==> src/rtl/branch_cond_unit.sv <==
// rtl/branch_cond_unit.sv - conditional branch evaluator between flags register, control unit and PC
module branch_cond_unit #(
   parameter int ADDR_W  = 16,
   parameter int TIMEOUT = 15
) (
   input  logic              clk,
   input  logic              reset,
   input  logic              br_valid,
   output logic              br_ready,
   input  logic [3:0]        br_cond,
   input  logic [ADDR_W-1:0] br_target,
   input  logic              alu_busy,
   input  logic              ALU_ready,
   input  logic [3:0]        flags,
   output logic              pc_load,
   output logic [ADDR_W-1:0] pc_target,
   output logic              br_taken,
   output logic              br_done,
   output logic              br_err
);

   typedef enum logic [1:0] {S_IDLE, S_WAIT, S_EVAL, S_RESP} state_t;

   localparam logic [7:0] TIMEOUT_LAST = 8'(TIMEOUT - 1);

   state_t            state, state_nxt;
   logic [7:0]        wait_cnt, wait_cnt_nxt;
   logic [3:0]        cond_q;
   logic [ADDR_W-1:0] target_q;
   logic              taken_q;
   logic              accept;
   logic              timeout_hit;
   logic              pc_load_nxt, br_taken_nxt, br_done_nxt, br_err_nxt;

   // flags layout: [0]=Z, [1]=N, [2]=C, [3]=V
   function automatic logic eval_cond(input logic [3:0] cc, input logic [3:0] f);
      logic z, n, c, v;
      z = f[0];
      n = f[1];
      c = f[2];
      v = f[3];
      case (cc)
         4'd0:    eval_cond = 1'b1;
         4'd1:    eval_cond = z;
         4'd2:    eval_cond = !z;
         4'd3:    eval_cond = c;
         4'd4:    eval_cond = !c;
         4'd5:    eval_cond = n;
         4'd6:    eval_cond = !n;
         4'd7:    eval_cond = v;
         4'd8:    eval_cond = !v;
         4'd9:    eval_cond = !z && (n == v);
         4'd10:   eval_cond = (n == v);
         4'd11:   eval_cond = (n != v);
         4'd12:   eval_cond = z || (n != v);
         4'd13:   eval_cond = c && !z;
         4'd14:   eval_cond = !c || z;
         default: eval_cond = 1'b0;
      endcase
   endfunction

   assign br_ready    = (state == S_IDLE);
   assign accept      = br_valid && br_ready;
   assign timeout_hit = (wait_cnt == TIMEOUT_LAST);

   always_ff @(posedge clk or negedge reset) begin
      if (!reset) begin
         state    <= S_IDLE;
         wait_cnt <= 8'd0;
      end else begin
         state    <= state_nxt;
         wait_cnt <= wait_cnt_nxt;
      end
   end

   // ALU_ready beats both alu_busy at accept and the timeout in WAIT
   always_comb begin
      state_nxt    = state;
      wait_cnt_nxt = wait_cnt;
      case (state)
         S_IDLE: begin
            wait_cnt_nxt = 8'd0;
            if (accept)
               state_nxt = (alu_busy && !ALU_ready) ? S_WAIT : S_EVAL;
         end
         S_WAIT: begin
            if (ALU_ready) begin
               state_nxt    = S_EVAL;
               wait_cnt_nxt = 8'd0;
            end else if (timeout_hit) begin
               state_nxt    = S_IDLE;
               wait_cnt_nxt = 8'd0;
            end else begin
               wait_cnt_nxt = wait_cnt + 8'd1;
            end
         end
         S_EVAL:  state_nxt = S_RESP;
         S_RESP:  state_nxt = S_IDLE;
         default: state_nxt = S_IDLE;
      endcase
   end

   always_comb begin
      pc_load_nxt  = 1'b0;
      br_taken_nxt = 1'b0;
      br_done_nxt  = 1'b0;
      br_err_nxt   = 1'b0;
      if (state == S_RESP) begin
         br_done_nxt  = 1'b1;
         br_taken_nxt = taken_q;
         pc_load_nxt  = taken_q;
      end
      if (state == S_WAIT && !ALU_ready && timeout_hit)
         br_err_nxt = 1'b1;
   end

   // pc_target only moves when a taken branch loads the PC
   always_ff @(posedge clk or negedge reset) begin
      if (!reset) begin
         cond_q    <= 4'd0;
         target_q  <= '0;
         taken_q   <= 1'b0;
         pc_load   <= 1'b0;
         pc_target <= '0;
         br_taken  <= 1'b0;
         br_done   <= 1'b0;
         br_err    <= 1'b0;
      end else begin
         pc_load  <= pc_load_nxt;
         br_taken <= br_taken_nxt;
         br_done  <= br_done_nxt;
         br_err   <= br_err_nxt;
         if (accept) begin
            cond_q   <= br_cond;
            target_q <= br_target;
         end
         if (state == S_EVAL)
            taken_q <= eval_cond(cond_q, flags);
         if (pc_load_nxt)
            pc_target <= target_q;
      end
   end

endmodule

==> config.mk <==
export PLATFORM = sky130hd
export DESIGN_NAME = branch_cond_unit
export DESIGN_NICKNAME = d
export VERILOG_FILES = /design/src/rtl/branch_cond_unit.sv
export SDC_FILE = /design/constraint.sdc
export NUM_CORES = 1
export LEC_CHECK = 0
export ABC_AREA = 1
export CAP_MARGIN = 20
export CORE_ASPECT_RATIO = 1.75
export CORE_UTILIZATION = 50
export DETAILED_ROUTE_END_ITERATION = 12
export GPL_ROUTABILITY_DRIVEN = 0
export PLACE_DENSITY = 0.83
export SYNTH_ARGS = -nofsm -noshare
export SYNTH_HDL_FRONTEND = slang
export SYNTH_SLANG_ARGS = --single-unit
export TNS_END_PERCENT = 30
==> constraint.sdc <==
create_clock -name clk -period 1.8 [get_ports clk]
set_clock_uncertainty 0.05 [all_clocks]
set_input_delay 0.18 -clock clk [delete_from_list [all_inputs] [get_ports clk]]
set_output_delay 0.18 -clock clk [all_outputs]
set_load 0.1 [all_outputs]
==> results.yml <==
run_status:
  outcome: "completed"
timing:
  fin_tns_setup_ns: 0
  worst_pin_slew_ns: 0.475
  slew_violations: 0
  min_period_ns: 1.43
  finalHoldViolCount: 0
  rsz0062_at_grt: "no"
  min_period_over_period_pct: 79.4
  slew_headroom_pct: 68.3
  finalSetupViolations: 0
  max_freq_mhz: 700
  worst_slack_ns: 0.371
synthesis:
  yosysUniqueCellTypes: 25
  synth-seq-cells: 50
  synth_nets: 290
  syn-cell-area_um2: 2340
  synth_cells: 259
  yosys_warnings: 0
  ys_seq_area_share_pct: 53.4
  avgSynthCellArea_um2: 9.05
finish:
  fin_cells: 363
  final_area_um2: 2940
  layout-drive-gt1-share_pct: 19.6
  nets: 343
  finish.utilization_pct: 66.1
  area_growth_pct: 25.4
  diodes: 0
  n_fill_cell: 366
setup_path:
  worst-r2r-cell-count: 6
  required_ns: 1.93
  criticalPathCategory: "flip-flop to flip-flop"
  crit_fanout: 18
  start_kind: "flip-flop"
  end_kind: "flip-flop"
  reg2reg_slack_ns: 0.37
  timing.rr.start: "state[0]$_DFFE_PN0P_"
  arrival_ns: 1.56
  timing.rr.end: "pc_target[13]$_DFFE_PN0P_"
clocking:
  path_clk_slew_ns: 0.09
  cts_inserted_buffers: 5
  cts_root_buf: "clkbuf_8"
  h-tree-depth: 2
  tritoncts: "yes"
  clock_path_buffers: 2
  clk-insertion-delay-late_ns: 0.30
  cts.sinks: 50
  cts_resized: 0
flow_run:
  maxCapViolations: 0
placement:
  place_ws_ns: 0.294
  dp_cells: 355
  port_buffers: 49
  dp_hpwl_um: 3350
  post_dp_cell_area_um2: 2840
route:
  viasPerCell: 5.08
  drtPass1Iterations: 4
  wl_um: 4410
  vias: 1845
  drt_iter0_drc: 59
  drt.antenna.violating_nets: 0
  wl_per_cell_um: 12.2
  drc: 0
power:
  power_density_nw_per_um2: 1890
  p_leak_uw: 0.00152
  max-vdd-ir-drop_uv: 1390
die:
  num_rows: 32
  die_x_um: 53.8
  core-area_um2: 4440
  die_area_um2: 4980
  dieHeight_um: 92.6
  initial_core_util_pct: 52.7
  boundaryPins: 50
global_route:
  antenna_found_initial: 0
  grt_first_pass_wirelength_um: 7490
  overflow: 0
  grt_max_degree: 31
  grt_usage_pct: 20.3
  grt_pass1_vias: 1818
min_path:
  min_path_type: "input pin to asynchronous set/reset pin"
==> where the power goes <==
| part | leakage, uW | internal, uW | switching [uW] |
|---|---|---|---|
| Clock | 0.0000362 | 265 | 350 |
| Combinational | 0.000865 | 881 | 2190 |
| Sequential | 0.000616 | 1570 | 308 |
==> worst max-delay path, stage by stage, from the launching register on <==
cell and delay (ns):
dfrtp_1 0.50, nand2_1 0.13, inv_2 0.08, nand2_2 0.20
buf_4 0.24, nand2_1 0.05, o21ai_1 0.06
==> timing repair <==
action                                 in CTS  in global routing
hold buffers                                1                  0
endpoints found under the hold margin      20                  0
buffers inserted                            0                  0
==> state kept, by name (all words and copies together), names as in the netlist <==
| signal | flops |
|---|---|
| wait_cnt | 8 |
| taken_q | 1 |
| cond_q | 4 |
| br_taken | 1 |
| pc_target | 16 |
| target_q | 16 |
| br_done | 1 |
| state | 2 |
| br_err | 1 |
==> area by class of cell <==
cell class              count  area (um^2)  share of cell area [%]
inverters                  27          101                    3.45
repair buffers             54          510                    17.4
multi-input cells         174          927                    31.6
well taps                  51         63.8                    2.17
clock inverters             2         15.0                   0.511
clock buffers               5         68.8                    2.34
flip-flops and latches     50         1250                    42.6
==> stage by stage <==
stage	total power [uW]	hold slack (ns)
finish	5560	0.308
global route	5880	0.362
floorplan	4290	-0.166
detailed placement	4970	0.119
CTS	5610	0.326
global placement	4900	0.116
==> cell families after synthesis <==
kind of cell             after synthesis  synth area share (%)
adder cells (fa/ha/maj)                2                  1.07
flip-flops                            50                  53.4
AND/OR/NAND/NOR                      130                  23.0
buffers and inverters                 35                  7.05
AO/OA/AOI/OAI                         28                  7.79
XOR/XNOR                               4                  1.49
multiplexers                          10                  6.25
==> synthesized netlist by cell type <==
cell,number,area share (%)
a211oi_1,1,0.32
a21o_1,1,0.32
a21oi_1,5,1.1
a21oi_2,10,3.7
buf_2,3,0.64
buf_4,2,0.64
buf_6,3,1.4
dfrtp_1,50,53
ha_1,2,1.1
inv_1,24,3.8
inv_2,3,0.48
mux2_2,1,0.48
mux2_4,9,5.8
nand2_1,75,12
nand2_2,2,0.53
nand3_1,11,2.3
nand3_2,1,0.43
nand4_1,4,1.1
nor2_1,31,5.0
nor2_2,1,0.27
nor2_4,1,0.48
nor3_1,4,0.85
o21ai_0,4,0.85
o21ai_1,7,1.5
xor2_1,4,1.5
==> layer usage <==
layer	global-route usage [%]	share of wire, %
met1	21.3	39
met2	36.5	55
met3	3.45	3.6
met4	9.65	3.1
met5	0	0
==> how the worst max path moves through the flow <==
| stage | startpoint | endpoint | cells after the start |
|---|---|---|---|
| final | state[0]$_DFFE_PN0P_ | pc_target[13]$_DFFE_PN0P_ | 6 |
| after global routing | state[0]$_DFFE_PN0P_ | pc_target[6]$_DFFE_PN0P_ | 6 |
| after CTS | state[0]$_DFFE_PN0P_ | pc_target[13]$_DFFE_PN0P_ | 6 |
| after detailed placement | flags[1] | taken_q$_DFFE_PN0P_ | 10 |
| after global placement | flags[1] | taken_q$_DFFE_PN0P_ | 10 |
| after floorplan | state[1]$_DFFE_PN0P_ | target_q[15]$_DFFE_PN0P_ | 5 |
==> cells in the final DEF, fill, tap and decap left out, drive strengths merged <==
| cell type | Yosys | routed |
|---|---|---|
| inv | 27 | 27 |
| mux2 | 10 | 10 |
| a21o | 1 | 1 |
| nor3 | 4 | 4 |
| o21ai | 11 | 11 |
| a211oi | 1 | 1 |
| nand2 | 77 | 77 |
| dfrtp | 50 | 50 |
| ha | 2 | 2 |
| xor2 | 4 | 4 |
| nor2 | 33 | 33 |
| buf | 8 | 26 |
| nand3 | 12 | 12 |
| clkbuf | 0 | 5 |
| clkinvlp | 0 | 2 |
| a21oi | 15 | 15 |
| clkdlybuf4s50 | 0 | 27 |
| nand4 | 4 | 4 |
| dlygate4sd3 | 0 | 1 |
Power figures use the tool's default switching activity.
